File: src/rtl/bounded_counter_pkg.sv
// Shared types, default parameters and the saturating adder for the
// bounded step counter bank.
package bounded_counter_pkg;

  typedef enum logic {
    RUN  = 1'b0,
    DONE = 1'b1
  } chan_state_t;

  localparam int DEF_W      = 10;
  localparam int DEF_NUM_CH = 4;
  localparam int DEF_START  = 1;
  localparam int DEF_LIMIT  = 300;
  localparam int DEF_STEP_W = 4;

  // Adds a and b one bit wider than the operands and clamps the result to
  // 2**w-1. Bit 32 of the return value flags that the clamp was applied;
  // bits [31:0] hold the (possibly clamped) sum. w must be below 32.
  function automatic logic [32:0] sat_add(input int unsigned w,
                                          input logic [31:0] a,
                                          input logic [31:0] b);
    logic [32:0] s;
    logic [32:0] m;
    s = {1'b0, a} + {1'b0, b};
    m = (33'd1 << w) - 33'd1;
    if (s > m) return {1'b1, m[31:0]};
    return {1'b0, s[31:0]};
  endfunction

endpackage

File: src/rtl/bounded_step_channel.sv
// One bounded index/sum channel: RUN/DONE state machine, index, saturating
// running sum, sticky overflow flag and the channel's own invariants.
module bounded_step_channel
  import bounded_counter_pkg::*;
#(
  parameter int W      = DEF_W,
  parameter int START  = DEF_START,
  parameter int LIMIT  = DEF_LIMIT,
  parameter int STEP_W = DEF_STEP_W
) (
  input  logic              clk,
  input  logic              rst,
  input  logic              en,
  input  logic              clr,
  input  logic [STEP_W-1:0] step,
  output logic [W-1:0]      idx,
  output logic [W-1:0]      sum,
  output logic              done,
  output logic              ovf
);

  localparam logic [W-1:0] START_V = W'(START);
  localparam logic [W-1:0] LIMIT_V = W'(LIMIT);
  localparam logic [W-1:0] END_V   = W'(LIMIT + 1);
  localparam logic [W-1:0] RUN_LEN = W'(LIMIT - START + 1);

  chan_state_t state_p0, state_nx;
  logic [W-1:0] idx_p0, idx_nx;
  logic [W-1:0] sum_p0, sum_nx;
  logic         ovf_p0, ovf_nx;
  logic         adv;
  logic [32:0]  sat_sum;

  // Tracks whether every committed step since the last clear/reset was 1;
  // only the unit-step invariant below looks at it.
  logic         unit_p0;

  // State register: RUN after reset, otherwise follows the next-state logic.
  always_ff @(posedge clk or negedge rst) begin
    if (!rst) state_p0 <= RUN;
    else      state_p0 <= state_nx;
  end

  // Index, sum and overflow registers; reset discards all progress.
  always_ff @(posedge clk or negedge rst) begin
    if (!rst) begin
      idx_p0  <= START_V;
      sum_p0  <= '0;
      ovf_p0  <= 1'b0;
      unit_p0 <= 1'b1;
    end else begin
      idx_p0  <= idx_nx;
      sum_p0  <= sum_nx;
      ovf_p0  <= ovf_nx;
      if (clr)      unit_p0 <= 1'b1;
      else if (adv) unit_p0 <= unit_p0 & (step == STEP_W'(1));
    end
  end

  // Clear beats advance beats hold; the LIMIT->LIMIT+1 advance enters DONE.
  always_comb begin
    state_nx = state_p0;
    idx_nx   = idx_p0;
    sum_nx   = sum_p0;
    ovf_nx   = ovf_p0;
    adv      = (state_p0 == RUN) && en && (idx_p0 <= LIMIT_V);
    sat_sum  = sat_add(W, 32'(sum_p0), 32'(step));
    if (clr) begin
      state_nx = RUN;
      idx_nx   = START_V;
      sum_nx   = '0;
      ovf_nx   = 1'b0;
    end else if (adv) begin
      idx_nx = idx_p0 + W'(1);
      sum_nx = sat_sum[W-1:0];
      if (sat_sum[32])        ovf_nx   = 1'b1;
      if (idx_p0 == LIMIT_V)  state_nx = DONE;
    end
  end

  assign idx  = idx_p0;
  assign sum  = sum_p0;
  assign ovf  = ovf_p0;
  assign done = (state_p0 == DONE);

  a_idx_range: assert property (@(posedge clk) disable iff (!rst)
    (idx_p0 >= START_V) && (idx_p0 <= END_V));

  a_done_idx: assert property (@(posedge clk) disable iff (!rst)
    done == (idx_p0 == END_V));

  a_sum_bound: assert property (@(posedge clk) disable iff (!rst)
    !ovf_p0 |-> (int'(sum_p0) <= (int'(idx_p0) - START) * (2**STEP_W - 1)));

  a_unit_sum: assert property (@(posedge clk) disable iff (!rst)
    (done && unit_p0) |-> (sum_p0 == RUN_LEN));

endmodule

File: src/rtl/bounded_step_counter_bank.sv
// Bank of NUM_CH independent bounded step counters with packed outputs and
// an all-channels-complete flag.
module bounded_step_counter_bank
  import bounded_counter_pkg::*;
#(
  parameter int W      = DEF_W,
  parameter int NUM_CH = DEF_NUM_CH,
  parameter int START  = DEF_START,
  parameter int LIMIT  = DEF_LIMIT,
  parameter int STEP_W = DEF_STEP_W
) (
  input  logic                     clk,
  input  logic                     rst,
  input  logic [NUM_CH-1:0]        en,
  input  logic [NUM_CH-1:0]        clr,
  input  logic [NUM_CH*STEP_W-1:0] step,
  output logic [NUM_CH*W-1:0]      i_out,
  output logic [NUM_CH*W-1:0]      sn_out,
  output logic [NUM_CH-1:0]        done,
  output logic [NUM_CH-1:0]        ovf,
  output logic                     all_done
);

  // LIMIT+1 must still fit in W bits so the index never wraps.
  if ((LIMIT < START) || (LIMIT > (2**W - 2))) begin : g_bad_bounds
    $error("bounded_step_counter_bank: need START <= LIMIT <= 2**W-2");
  end

  for (genvar c = 0; c < NUM_CH; c++) begin : g_ch
    bounded_step_channel #(
      .W      (W),
      .START  (START),
      .LIMIT  (LIMIT),
      .STEP_W (STEP_W)
    ) u_ch (
      .clk  (clk),
      .rst  (rst),
      .en   (en[c]),
      .clr  (clr[c]),
      .step (step[c*STEP_W +: STEP_W]),
      .idx  (i_out[c*W +: W]),
      .sum  (sn_out[c*W +: W]),
      .done (done[c]),
      .ovf  (ovf[c])
    );
  end

  assign all_done = &done;

endmodule

File: config.mk
export PLATFORM = sky130hd
export DESIGN_NAME = bounded_step_counter_bank
export DESIGN_NICKNAME = d
export VERILOG_FILES = /design/src/rtl/bounded_counter_pkg.sv /design/src/rtl/bounded_step_channel.sv /design/src/rtl/bounded_step_counter_bank.sv
export SDC_FILE = /design/constraint.sdc
export NUM_CORES = 1
export LEC_CHECK = 0
export BUFFER_PORTS_ARGS = -buffer_cell sky130_fd_sc_hd__buf_2
export CORE_ASPECT_RATIO = 0.75
export CORE_UTILIZATION = 59
export CTS_CLUSTER_SIZE = 30
export DETAILED_ROUTE_END_ITERATION = 12
export HOLD_SLACK_MARGIN = 0.05
export PLACE_DENSITY_LB_ADDON = 0.25
export REMOVE_ABC_BUFFERS = 1
export SYNTH_ARGS = -nofsm -noshare
export SYNTH_HDL_FRONTEND = slang
export SYNTH_SLANG_ARGS = --single-unit
File: constraint.sdc
create_clock -name clk -period 5.8 [get_ports clk]
set_input_delay 0 -clock clk [delete_from_list [all_inputs] [get_ports clk]]
set_output_delay 0 -clock clk [all_outputs]
set_load 0.02 [all_outputs]
* After elaboration in Yosys (flattened, before gate mapping)
Index checks and enable logic that the tools add are counted.
** Storage, ports and cells
- Register bits :: 88
- Bits in latches :: 0
- Memory bits (writable) :: 0
- Bits in read-only memories :: 0
- Input port bits :: 26
- Logic and storage cells :: 121
- Memories kept :: 0
** Operators by class
- Add/sub/neg operators :: 8
- Multiply operators :: 0
- Div/mod/pow operators :: 0
- $lt $le $gt $ge :: 8
- Eq/ne operators :: 4
- Shifts and indexed selects :: 0
- Multiplexer cells :: 52
- Bitwise operators :: 4
- Reduce and logical (&&, ||, !) cells :: 29
** Operator list (number)
- 33-bit two-way mux :: 8
- 10-bit two-way mux :: 16
- 33-bit by 10-bit > comparator with 1-bit output (second input constant) :: 4
- 10-bit by 4-bit adder with 11-bit output :: 4
- 10-bit by 1-bit adder with 10-bit output (second input constant) :: 4
- 10-bit by 9-bit == test with 1-bit output (second input constant) :: 4
- 10-bit by 9-bit less-or-equal comparator with 1-bit output (second input constant) :: 4
- 1-bit two-way mux :: 28
- 2-bit nonzero test :: 12
- 2-bit AND reduction :: 8
- 1-bit logical AND :: 8
- 1-bit NOT :: 4
- 4-bit AND reduction :: 1

* Depth between registers and ports, before layout
Gate-level depths: netlist of run 1.
- Word-level depth :: 7
- Mapped depth :: 9
- Depth with buffers taken out :: 8

* Cells and area by module
Synthesis of run 1 repeated with hierarchy kept, for this count alone.
** Unflattened totals
- Cell total of the unflattened synthesis :: 554
- Area total of the unflattened synthesis :: 5434.0 um2
** Modules (own cells, without submodules)
- bounded_step_channel (g_ch[0].u_ch ...) :: times used 2, cells an instance 138, area each 1347.5 um2, seq. area each 551.8 um2
- bounded_step_channel (g_ch[3].u_ch) :: times used 1, cells an instance 147, area each 1400.1 um2, seq. area each 551.8 um2
- bounded_step_channel (g_ch[2].u_ch) :: times used 1, cells an instance 130, area each 1330.0 um2, seq. area each 551.8 um2
- bounded_step_counter_bank :: times used 1, cells an instance 1, area each 8.8 um2, seq. area each 0.0 um2

* Worst setup path after synthesis of run 1
No wires, ideal clock.
- Path kind :: reg-to-reg
- Start :: register g_ch[1].u_ch.sum_p0[0]
- End :: register g_ch[1].u_ch.sum_p0[4]
- Setup time :: 0.099 ns
- Data arrival time :: 2.149 ns
- Slack :: 3.552 ns
- Stages on the path, launching flop included :: 10
- Path buffers :: 1
- Clock period less this slack :: 2.248 ns
- Cells stage by stage :: dfrtp_1 ha_1 inv_1 fa_1 nor2b_1 o31ai_1 or2_2 clkbuf_1 and2_1 a311oi_1
** Between the ends
- Word-level cells in the longest chain between the ends :: 6
** RTL lines
- start: declaration :: line bounded_step_channel.sv:29 : logic [W-1:0] sum_p0, sum_nx;
- start signal: assignment :: line bounded_step_channel.sv:53 : sum_p0 <= sum_nx;
- 10-bit by 4-bit adder with 11-bit output (*) :: line bounded_counter_pkg.sv:24 : s = {1'b0, a} + {1'b0, b};
- 33-bit by 10-bit > comparator with 1-bit output :: line bounded_counter_pkg.sv:26 : if (s > m) return {1'b1, m[31:0]};
- 1-bit two-way mux :: line bounded_counter_pkg.sv:26
- 33-bit two-way mux (*) :: line bounded_counter_pkg.sv:27 : return {1'b0, s[31:0]};
- 10-bit two-way mux (*) :: line bounded_step_channel.sv:73 : end else if (adv) begin
- 10-bit two-way mux (*) :: line bounded_step_channel.sv:68 : if (clr) begin
Every way passes the cells marked *; elsewhere a longest branch is shown, timed or not. The select of a mux whose other input is x is not followed.
A chain may end at the register's enable or synchronous reset.

* Worst setup path in the final report of run 1
- Start :: register g_ch[0].u_ch.idx_p0[1]
- End :: register g_ch[0].u_ch.sum_p0[9]
** Between the ends
- Word-level cells in the longest chain between the ends :: 3
** RTL lines
- start: declaration :: line bounded_step_channel.sv:28 : logic [W-1:0] idx_p0, idx_nx;
- start signal: assignment :: line bounded_step_channel.sv:52 : idx_p0 <= idx_nx;
- 10-bit by 9-bit less-or-equal comparator with 1-bit output :: line bounded_step_channel.sv:66 : adv = (state_p0 == RUN) && en && (idx_p0 <= LIMIT_V);
- 1-bit logical AND :: line bounded_step_channel.sv:66
- 2-bit nonzero test (no source line)
- end signal: assignment :: line bounded_step_channel.sv:53
- end: declaration :: line bounded_step_channel.sv:29
No other way between the ends.

==> results of run 1 <==
[layer usage]
metal,track usage [%],vias up,share of wire [%]
met4,8.36,0,1.2
li1,-,2152,-
met1,39.8,2086,45
met5,0,-,0
met2,43.8,172,47
met3,6.28,16,6.7
[cell usage after synthesis, types with 2 or more instances]
cell	instances	area [um^2]
nand2_1	24	90.1
and2_1	3	18.8
ha_1	24	300
or3_1	3	18.8
xor2_1	20	175
xnor2_1	16	140
fa_1	4	80.1
nor3_1	15	75.1
a2111oi_0	2	17.5
clkbuf_1	12	45.0
a31oi_1	11	68.8
buf_4	8	60.1
o21bai_1	2	15.0
o21ai_0	8	40.0
and3_1	17	106
a21boi_0	2	15.0
a311oi_1	17	149
nor3b_1	3	22.5
nor2_1	79	297
a211oi_1	9	67.6
nor2b_1	12	75.1
nand2b_1	7	43.8
dfrtp_1	84	2100
buf_2	2	10.0
mux2i_1	4	40.0
nand3_1	18	90.1
dfstp_2	4	105
nor4_1	2	12.5
and4_1	6	52.6
inv_1	33	124
a41oi_1	3	26.3
o2111ai_1	2	17.5
o21a_1	5	37.5
a21oi_1	25	125
nand4_1	11	68.8
nand4b_1	2	17.5
o211ai_1	6	45.0
nor4b_1	5	43.8
a211o_1	3	26.3
and4b_1	2	20.0
[kinds of logic after synthesis]
| group | after synthesis |
|---|---|
| simple gates | 213 |
| compound gates | 111 |
| buf+inv | 57 |
| flops | 88 |
| fa+ha+maj | 28 |
| mux | 5 |
| xor+xnor | 36 |
[state kept, by name, summed over array words and instances (netlist names)]
| name | count |
|---|---|
| g_ch.u_ch.ovf | 4 |
| g_ch.u_ch.sum | 40 |
| g_ch.u_ch.idx | 40 |
| g_ch.u_ch.done | 4 |
[worst max-delay path, stage by stage, from the launching register on]
cell and delay, ps:
dfrtp_1 440, inv_1 110, ha_1 150, inv_1 80
a221oi_4 890, and3_1 340, a31oi_1 100, a211oi_1 210
[how the worst min path moves through the flow]
stage                start  cells after the start                  end  slack (ps)
finish              clr[1]                      2  g_ch[1].u_ch.idx[4]          60
detailed placement     rst                      1  g_ch[2].u_ch.sum[2]          10
CTS                 clr[1]                      2  g_ch[1].u_ch.idx[4]          50
global placement       rst                      1  g_ch[2].u_ch.sum[2]           7
global route        clr[1]                      2  g_ch[1].u_ch.idx[4]          80
floorplan              rst                      0    g_ch[0].u_ch.done        -300
[area by class of cell]
class | count | area [um^2] | share of cell area (%)
clock inverter | 5 | 56.3 | 0.934
timing repair buffer | 117 | 601 | 9.97
tap | 108 | 135 | 2.24
inverter | 33 | 124 | 2.06
sequential | 88 | 2210 | 36.6
clock buffer | 11 | 243 | 4.03
multi-input combinational | 393 | 2660 | 44.1
[metrics by stage]
stage	utilization (%)	cell area, um^2	setup WS [ps]	total power [mW]
after floorplan	-	4990	3620	0.835
after global placement	67.5	5710	3540	0.914
after detailed placement	67.5	5710	3390	0.926
after CTS	71.3	6030	3390	1.52
after global routing	71.3	6030	3140	1.58
final	71.3	6030	3380	1.51
[power groups by stage]
| stage | clock network, mW | registers (mW) | logic, mW |
|---|---|---|---|
| 2_1_floorplan | 0 | 0.707 | 0.127 |
| 3_3_place_gp | 0 | 0.680 | 0.235 |
| 3_5_place_dp | 0 | 0.684 | 0.242 |
| 4_1_cts | 0.600 | 0.672 | 0.247 |
| 5_1_grt | 0.622 | 0.677 | 0.277 |
| 6_report | 0.586 | 0.673 | 0.247 |
[repair_timing]
item / in CTS / in global routing
endpoints found under the hold margin: 41 / 0
endpoints found under the setup margin: 0 / 0
hold buffers: 2 / 0
==> metrics.yaml, run 1 <==
status: "completed"
r2r_start: "g_ch[0].u_ch.idx[1]"
clockPowerShare_pct: 38.9
start_util_pct: 60.8
remaining_drc_errors: 0
place_hpwl_mm: 8.48
first_pass_iters: 4
cts_setup_buffers: 0
clkTransAtPathRegs_ps: 60
holdCritPathClass: "in2reg"
synthToLayoutAreaGrowth_pct: 17.3
drive_gt1_share_pct: 22.3
netSwitchingFraction_pct: 28.4
final_common_cell: "buf_2"
antenna_found_initial: 0
floorplan.rows: 29
cts_tree: "built"
finalNonFillerCells: 755
io_pins: 115
drtIter0Drc: 294
yosys_warnings: 0
dieHeight_um: 82.8
yosysUniqueCellTypes: 63
critPathCaptureType: "flip-flop"
vias_per_cell: 5.86
routed_wl_mm: 12.0
critPathMaxFanout: 26
die_x_um: 110
slew_violations: 0
synthArstFlopShare_pct: 100
cts_resized: 0
avgRoutedWirePerCell_um: 15.9
numPlacedInstances: 737
root_buffer: "clkbuf_16"
gp_congestion: 0.873
nFillCells: 637
nNetsFinal: 696
tightest_slew_ps: 1000
worst_ep_arrival_time_ps: 2670
fmax_mhz: 413
ir_drop_v: 0.000209
grt.total_usage_pct: 28.3
maxSlewHeadroom_pct: 33.1
ys_seq_area_share_pct: 43.0
fin_crit_sh_pct: 41.8
clock_skew_ps: 5.14
combinationalPowerShare_pct: 16.4
grt_max_degree: 49
synth_edf_count: 0
vias: 4426
synthFlopType: "dfrtp_1"
cp-startpoint: "g_ch[0].u_ch.idx[1]"
die-area_um2: 9090
final_cell_mix: "113 x buf_2, 84 x dfrtp_1, 79 x nor2_1"
synth_fa_ha_area_share_pct: 7.40
fin_tns_setup_ps: 0
holdWs_ps: 58.7
cts_buffers: 9
antenna_cells: 0
p_leak_nw: 2.95
finalSetupViolCount: 0
synth_xor_area_share_pct: 6.14
reg2reg_slack_ps: 3380
synth_mux_area_share_pct: 0.999
cp.required_ps: 6050
cts_buffer_depth: 2
synth_area_per_cell_um2: 9.55
p_int_mw: 1.08
endpoint: "g_ch[0].u_ch.sum[9]"
r2r_cells: 7
overflow: 0
insertion_delay_ps: 340
numClockSinks: 88
fin_crit_ps: 2420
hold_viol: 0
grt_pass1_wl_mm: 20.2
synth_top_family_by_area: "simple AND/OR/NAND/NOR gates"
io_buffer_count: 114
syn_inst: 538
core_um2: 8450
power_frac_seq_pct: 44.7
syn_area_um2: 5140
p_per_area_nw_per_um2: 250
rsz0062_at_grt: "no"
cts_max_level: 3
maxCapViolCount: 0
r2r-end: "g_ch[0].u_ch.sum[9]"
synth_seq_cells: 88
grt_pass1_vias: 4148
startpoint_type: "flip-flop"
switching_power_mw: 0.428
synth-simple-area-share_pct: 21.2
path_class: "reg2reg"
ant_nets: 0
synth_compound_gate_area_share_pct: 16.0
No activity file was read; power rests on OpenSTA's default activity.
==> inputs of run 2 (changes only) <==
Settings changed: ABC_AREA set to 1, CORE_UTILIZATION 59 to 57.
Clock period 5.8 ns to 2.5 ns, I/O delays scaled along.
==> metrics.yaml, run 2 <==
synthFlopType: "dfrtp_1"
syn_area_um2: 6030  # +17%
slew_violations: 0  # unchanged
final_common_cell: "nand2_1"
cts_buffer_depth: 2  # unchanged
maxCapViolCount: 0  # unchanged
yosysTopAreaCellShare_pct: 34.9  # -6.0 points
numPlacedInstances: 1082  # +47%
synth-simple-area-share_pct: 36.7  # +16 points
worst_ep_arrival_time_ps: 2280  # -390 ps
synth_xor_area_share_pct: 3.92  # -2.2 points
floorplan.rows: 32  # +10%
grt_pass1_vias: 5100  # +23%
grt.total_usage_pct: 26.8  # -1.5 points
avgRoutedWirePerCell_um: 12.3  # -23%
startpoint_type: "flip-flop"
ys_seq_area_share_pct: 36.6  # -6.3 points
fin_tns_setup_ps: 0  # unchanged
fmax_mhz: 486  # +18%
cts_buffers: 9  # unchanged
post-place-ws_ps: 529  # -2860 ps
synthArstFlopShare_pct: 100  # unchanged
nNetsFinal: 1019  # +46%
synth_edf_count: 0  # unchanged
post_dp_cell_area_um2: 6620  # +16%
vias_per_cell: 5.08  # -13%
clockPowerShare_pct: 31.7  # -7.2 points
die-area_um2: 11000  # +21%
synth_compound_gate_area_share_pct: 6.44  # -9.6 points
design_area_um2: 6940  # +15%
antenna_cells: 0  # unchanged
cp.required_ps: 2720  # -3330 ps
final_cell_mix: "271 x nand2_1, 113 x buf_2, 108 x nand3_1"
syn_inst: 852  # +58%
holdCritPathClass: "in2reg"
routed_wl_mm: 13.6  # +13%
status: "completed"
synthToLayoutAreaGrowth_pct: 15.2
overflow: 0  # unchanged
core_um2: 10300  # +22%
combinationalPowerShare_pct: 23.1  # +6.7 points
remaining_drc_errors: 0  # unchanged
tightest_slew_ps: 565  # -439 ps
setup_slack_ps: 444  # -2930 ps
cts-hold-fix-buffers: 8  # +6
total_power_mw: 3.70  # +150%
maxSlewHeadroom_pct: 62.4  # +29 points
critPathCaptureType: "flip-flop"
p_per_area_nw_per_um2: 533  # +110%
grt_pass1_wl_mm: 23.8  # +18%
fin_util_pct: 67.5  # -3.8 points
root_buffer: "clkbuf_16"
cts_resized: 0  # unchanged
critPathMaxFanout: 4  # -85%
start_util_pct: 58.6  # -2.2 points
ff_latch_area_um2: 2210  # unchanged
netSwitchingFraction_pct: 31.8  # +3.4 points
place_hpwl_mm: 9.94  # +17%
insertion_delay_ps: 330  # about the same
cts_max_level: 3  # unchanged
rsz0062_at_grt: "no"
drtIter0Drc: 309  # +5.1%
yosys_warnings: 0  # unchanged
path_class: "reg2reg"
power_frac_seq_pct: 45.2  # +0.5 points
dieHeight_um: 91.1  # +10%
synth_top_family_by_area: "simple AND/OR/NAND/NOR gates"
synth_mux_area_share_pct: 0  # -1.0 points
yosysTopAreaCell: "dfrtp_1"
antenna_found_initial: 0  # unchanged
finalNonFillerCells: 1105  # +46%
fin_crit_sh_pct: 82.2  # +40 points
grt_max_degree: 47  # -4.1%
gp_congestion: 0.911  # +4.3%
fin_crit_ps: 2060  # -366 ps
die_x_um: 121  # +10%
ant_nets: 0  # unchanged
ir_drop_v: 0.000322  # +54%
first_pass_iters: 5  # +1
p_int_mw: 2.53  # +130%
yosysMostFrequentCell: "nand2_1"
clkTransAtPathRegs_ps: 60  # about the same
vias: 5617  # +27%
synth_fa_ha_area_share_pct: 6.31  # -1.1 points
synth.top_cells.by_count: "271 x nand2_1, 108 x nand3_1, 105 x inv_1, 84 x dfrtp_1, 73 x nor2_1"
holdWs_ps: 87.6  # +28.9 ps
clock_skew_ps: 4.31  # -0.832 ps
synth_area_per_cell_um2: 7.07  # -26%
numClockSinks: 88  # unchanged
io_pins: 115  # unchanged
netlist_top_cells_area: "dfrtp_1 35%, nand2_1 17%, nand3_1 9.0%, inv_1 6.5%, ha_1 5.0%"
io_buffer_count: 114  # unchanged
p_leak_nw: 3.89  # +32%
nFillCells: 910  # +43%
switching_power_mw: 1.18  # +180%
cts_setup_buffers: 0  # unchanged
yosysUniqueCellTypes: 39  # -38%
drive_gt1_share_pct: 17.3  # -4.9 points
multiInputGateArea_um2: 3220  # +21%
cts_tree: "built"
synth_seq_cells: 88  # unchanged
finalSetupViolCount: 0  # unchanged
hold_viol: 0  # unchanged
## run 2: worst max-delay path: stages (launching register included)
cell     delay, ps
dfrtp_1        360
ha_1           220
inv_1           70
fa_1           410
o21ai_0        470
nand3_1        130
nand2_1         90
nand3_1         70
nand2_1         80
nand2_1         40
## run 2: final timing paths
kind / to / slack [ps] / start / depth (start not counted)
min reg2reg: g_ch[3].u_ch.ovf / 490 / g_ch[3].u_ch.ovf / 2
max: g_ch[3].u_ch.sum[8] / 440 / g_ch[3].u_ch.sum[0] / 9
max reg2reg: g_ch[3].u_ch.sum[8] / 440 / g_ch[3].u_ch.sum[0] / 9
min: g_ch[1].u_ch.sum[0] / 90 / step[4] / 4
max in group asynchronous: g_ch[1].u_ch.idx[0] / 1600 / rst / 3
min in group asynchronous: g_ch[0].u_ch.sum[6] / 190 / rst / 2
## run 2: logic make-up after synthesis
family	count (synthesis)
AO/OA/AOI/OAI	69
XOR/XNOR	27
adder cells (fa/ha/maj)	28
buffers and inverters	135
flip-flops	88
AND/OR/NAND/NOR	505
## run 2: layout make-up
| class | instances | share of cell area [%] |
|---|---|---|
| clock buffers | 14 | 3.51 |
| multi-input cells | 629 | 46.3 |
| inverters | 114 | 6.16 |
| clock inverters | 1 | 0.0721 |
| flip-flops and latches | 88 | 31.8 |
| well taps | 136 | 2.45 |
| repair buffers | 123 | 9.69 |
## run 2: power groups by stage
| stage | Clock [mW] | Sequential (mW) | Combinational [mW] |
|---|---|---|---|
| floorplan | 0 | 1.80 | 0.461 |
| global placement | 0 | 1.69 | 0.831 |
| detailed placement | 0 | 1.70 | 0.847 |
| CTS | 1.21 | 1.67 | 0.861 |
| global route | 1.25 | 1.69 | 0.972 |
| finish | 1.17 | 1.67 | 0.856 |
## run 2: per-layer routing
| layer | GRT usage, % | wire [um] | vias up |
|---|---|---|---|
| met5 | 0 | 0 | - |
| met4 | 5.56 | 121 | 0 |
| met3 | 5.28 | 646 | 10 |
| met2 | 40.3 | 5790 | 148 |
| met1 | 39.8 | 7020 | 2528 |
| li1 | - | - | 2931 |
==> inputs of run 3 (changes only) <==
Settings changed: CORE_UTILIZATION 57 to 51.
Clock period 2.5 ns to 1.85 ns, I/O delays scaled along.
==> metrics.yaml, run 3 (synthesis results as in run 2) <==
io_buffer_count: 114  # unchanged
hold_start: "step[12]"
tightest_slew_ps: 477  # -87.3 ps
reg2reg_slack_ps: 80  # -370 ps
worst_ep_arrival_time_ps: 1990  # -290 ps
overflow: 0  # unchanged
fin_tns_setup_ps: 0  # unchanged
routed_wl_mm: 14.2  # +4.9%
grt.total_usage_pct: 24.3  # -2.4 points
status: "completed"
numClockSinks: 88  # unchanged
critPathCaptureType: "flip-flop"
nFillCells: 1053  # +16%
maxCapViolCount: 0  # unchanged
r2r_start: "g_ch[0].u_ch.idx[0]"
setup_slack_ps: 78.1  # -366 ps
grt_pass1_vias: 5087  # -0.25%
drive_gt1_share_pct: 22.0  # +4.7 points
root_buffer: "clkbuf_16"
finalSetupViolCount: 0  # unchanged
fmax_mhz: 564  # +16%
p_leak_nw: 4.04  # +3.8%
gp_congestion: 0.929  # +1.9%
slew_violations: 0  # unchanged
clock_skew_ps: 8.31  # +4.00 ps
nNetsFinal: 1047  # +2.7%
fin_util_pct: 64.8  # -2.7 points
ff_latch_area_um2: 2210  # unchanged
gr-usage-met1_pct: 35.3  # -4.6 points
place_hpwl_mm: 10.7  # +7.5%
core_um2: 11200  # +9.1%
post_dp_cell_area_um2: 6830  # +3.2%
insertion_delay_ps: 340  # about the same
fin_crit_ps: 1770  # -284 ps
floorplan.rows: 33  # +3.1%
die-area_um2: 12300  # +12%
antenna_found_initial: 0  # unchanged
holdCritPathClass: "in2reg"
io_pins: 115  # unchanged
gr-usage-met3_pct: 4.39  # -0.89 points
multiInputGateArea_um2: 3280  # +2.0%
remaining_drc_errors: 0  # unchanged
cts_buffers: 9  # unchanged
first_pass_iters: 7  # +2
cts_max_level: 3  # unchanged
start_util_pct: 53.7  # -4.9 points
critPathMaxFanout: 3  # -1
finalNonFillerCells: 1155  # +4.5%
cp.required_ps: 2070  # -650 ps
ant_nets: 0  # unchanged
clkTransAtPathRegs_ps: 60  # about the same
path_class: "reg2reg"
busiest_layer: "met2"
grt_pass1_wl_mm: 23.9  # +0.15%
cts_tree: "built"
final_cell_mix: "268 x nand2_1, 113 x buf_2, 108 x nand3_1"
vias_per_cell: 5.01  # -1.4%
vias: 5788  # +3.0%
grt_max_degree: 42  # -11%
avgRoutedWirePerCell_um: 12.3  # +0.32%
p_per_area_nw_per_um2: 716  # +34%
drtIter0Drc: 381  # +23%
hold_viol: 0  # unchanged
hold_depth: 4  # unchanged
antenna_cells: 0  # unchanged
fin_crit_sh_pct: 95.8  # +14 points
design_area_um2: 7280  # +4.8%
rsz0062_at_grt: "yes"
final_common_cell: "nand2_1"
dieHeight_um: 96.1  # +5.6%
die_x_um: 128  # +5.6%
startpoint_type: "flip-flop"
hold_end: "g_ch[3].u_ch.sum[0]"
r2r-end: "g_ch[0].u_ch.done"
r2r_cells: 7  # -2
synthToLayoutAreaGrowth_pct: 20.8
grt_util_met2_pct: 37.5  # -2.8 points
maxSlewHeadroom_pct: 68.2  # +5.8 points
numPlacedInstances: 1126  # +4.1%
ir_drop_v: 0.000657  # +100%
post-place-ws_ps: 17.6  # -511 ps
cts_buffer_depth: 2  # unchanged
==> run 3: worst max path at each step <==
stage / to / from / slack [ps] / depth (start not counted)
3_3_place_gp: g_ch[2].u_ch.sum[6] / g_ch[2].u_ch.sum[0] / 70 / 11
5_1_grt: g_ch[2].u_ch.sum[6] / g_ch[2].u_ch.sum[0] / -40 / 11
6_report: g_ch[0].u_ch.done / g_ch[0].u_ch.idx[0] / 80 / 7
2_1_floorplan: g_ch[3].u_ch.sum[8] / g_ch[3].u_ch.sum[0] / -110 / 9
3_5_place_dp: g_ch[2].u_ch.sum[6] / g_ch[2].u_ch.sum[0] / 20 / 11
4_1_cts: g_ch[2].u_ch.sum[6] / g_ch[2].u_ch.sum[0] / 20 / 11
==> run 3: report_power, final <==
| group | internal (mW) | total (mW) | switching (mW) |
|---|---|---|---|
| combinational | 0.508 | 1.29 | 0.779 |
| sequential | 2.09 | 2.25 | 0.163 |
| clock | 0.944 | 1.67 | 0.727 |
==> run 3: metrics by stage <==
step	hold WS [ps]	total power, mW
final	62.4	5.21
after global routing	78.5	5.51
after CTS	58.4	5.19
after detailed placement	-10.7	3.48
after global placement	-9.26	3.46
after floorplan	-296	3.05
==> run 3: layout make-up <==
| cell class | instances | area share [%] |
|---|---|---|
| multi-input cells | 629 | 45.1 |
| clock buffers | 13 | 3.44 |
| flip-flops and latches | 88 | 30.3 |
| repair buffers | 151 | 12.3 |
| well taps | 157 | 2.70 |
| inverters | 114 | 5.88 |
| clock inverters | 3 | 0.241 |
==> run 3: what timing repair did <==
action | in CTS | in global routing
endpoints found under the hold margin | 90 | 0
setup endpoints to repair | 1 | 42
pin swaps | 0 | 3
setup buffers | 0 | 4
hold buffers | 9 | 0
gates resized for setup | 1 | 27
==> run 3: critical path, cell delays in order, from the launching register on <==
cell and delay [ps]:
dfstp_2 540, inv_1 70, ha_1 200, nand3_1 80, nor2_1 50, nand3_1 80
a21oi_1 60, dlygate4sd3_1 560
==> run 3: per-layer routing <==
metal / share of wire [%] / vias to the layer above / wire length (um)
li1: - / 2979 / -
met2: 43 / 158 / 6140
met1: 51 / 2634 / 7190
met4: 1.3 / 0 / 189
met5: 0 / - / 0
met3: 5.0 / 17 / 710
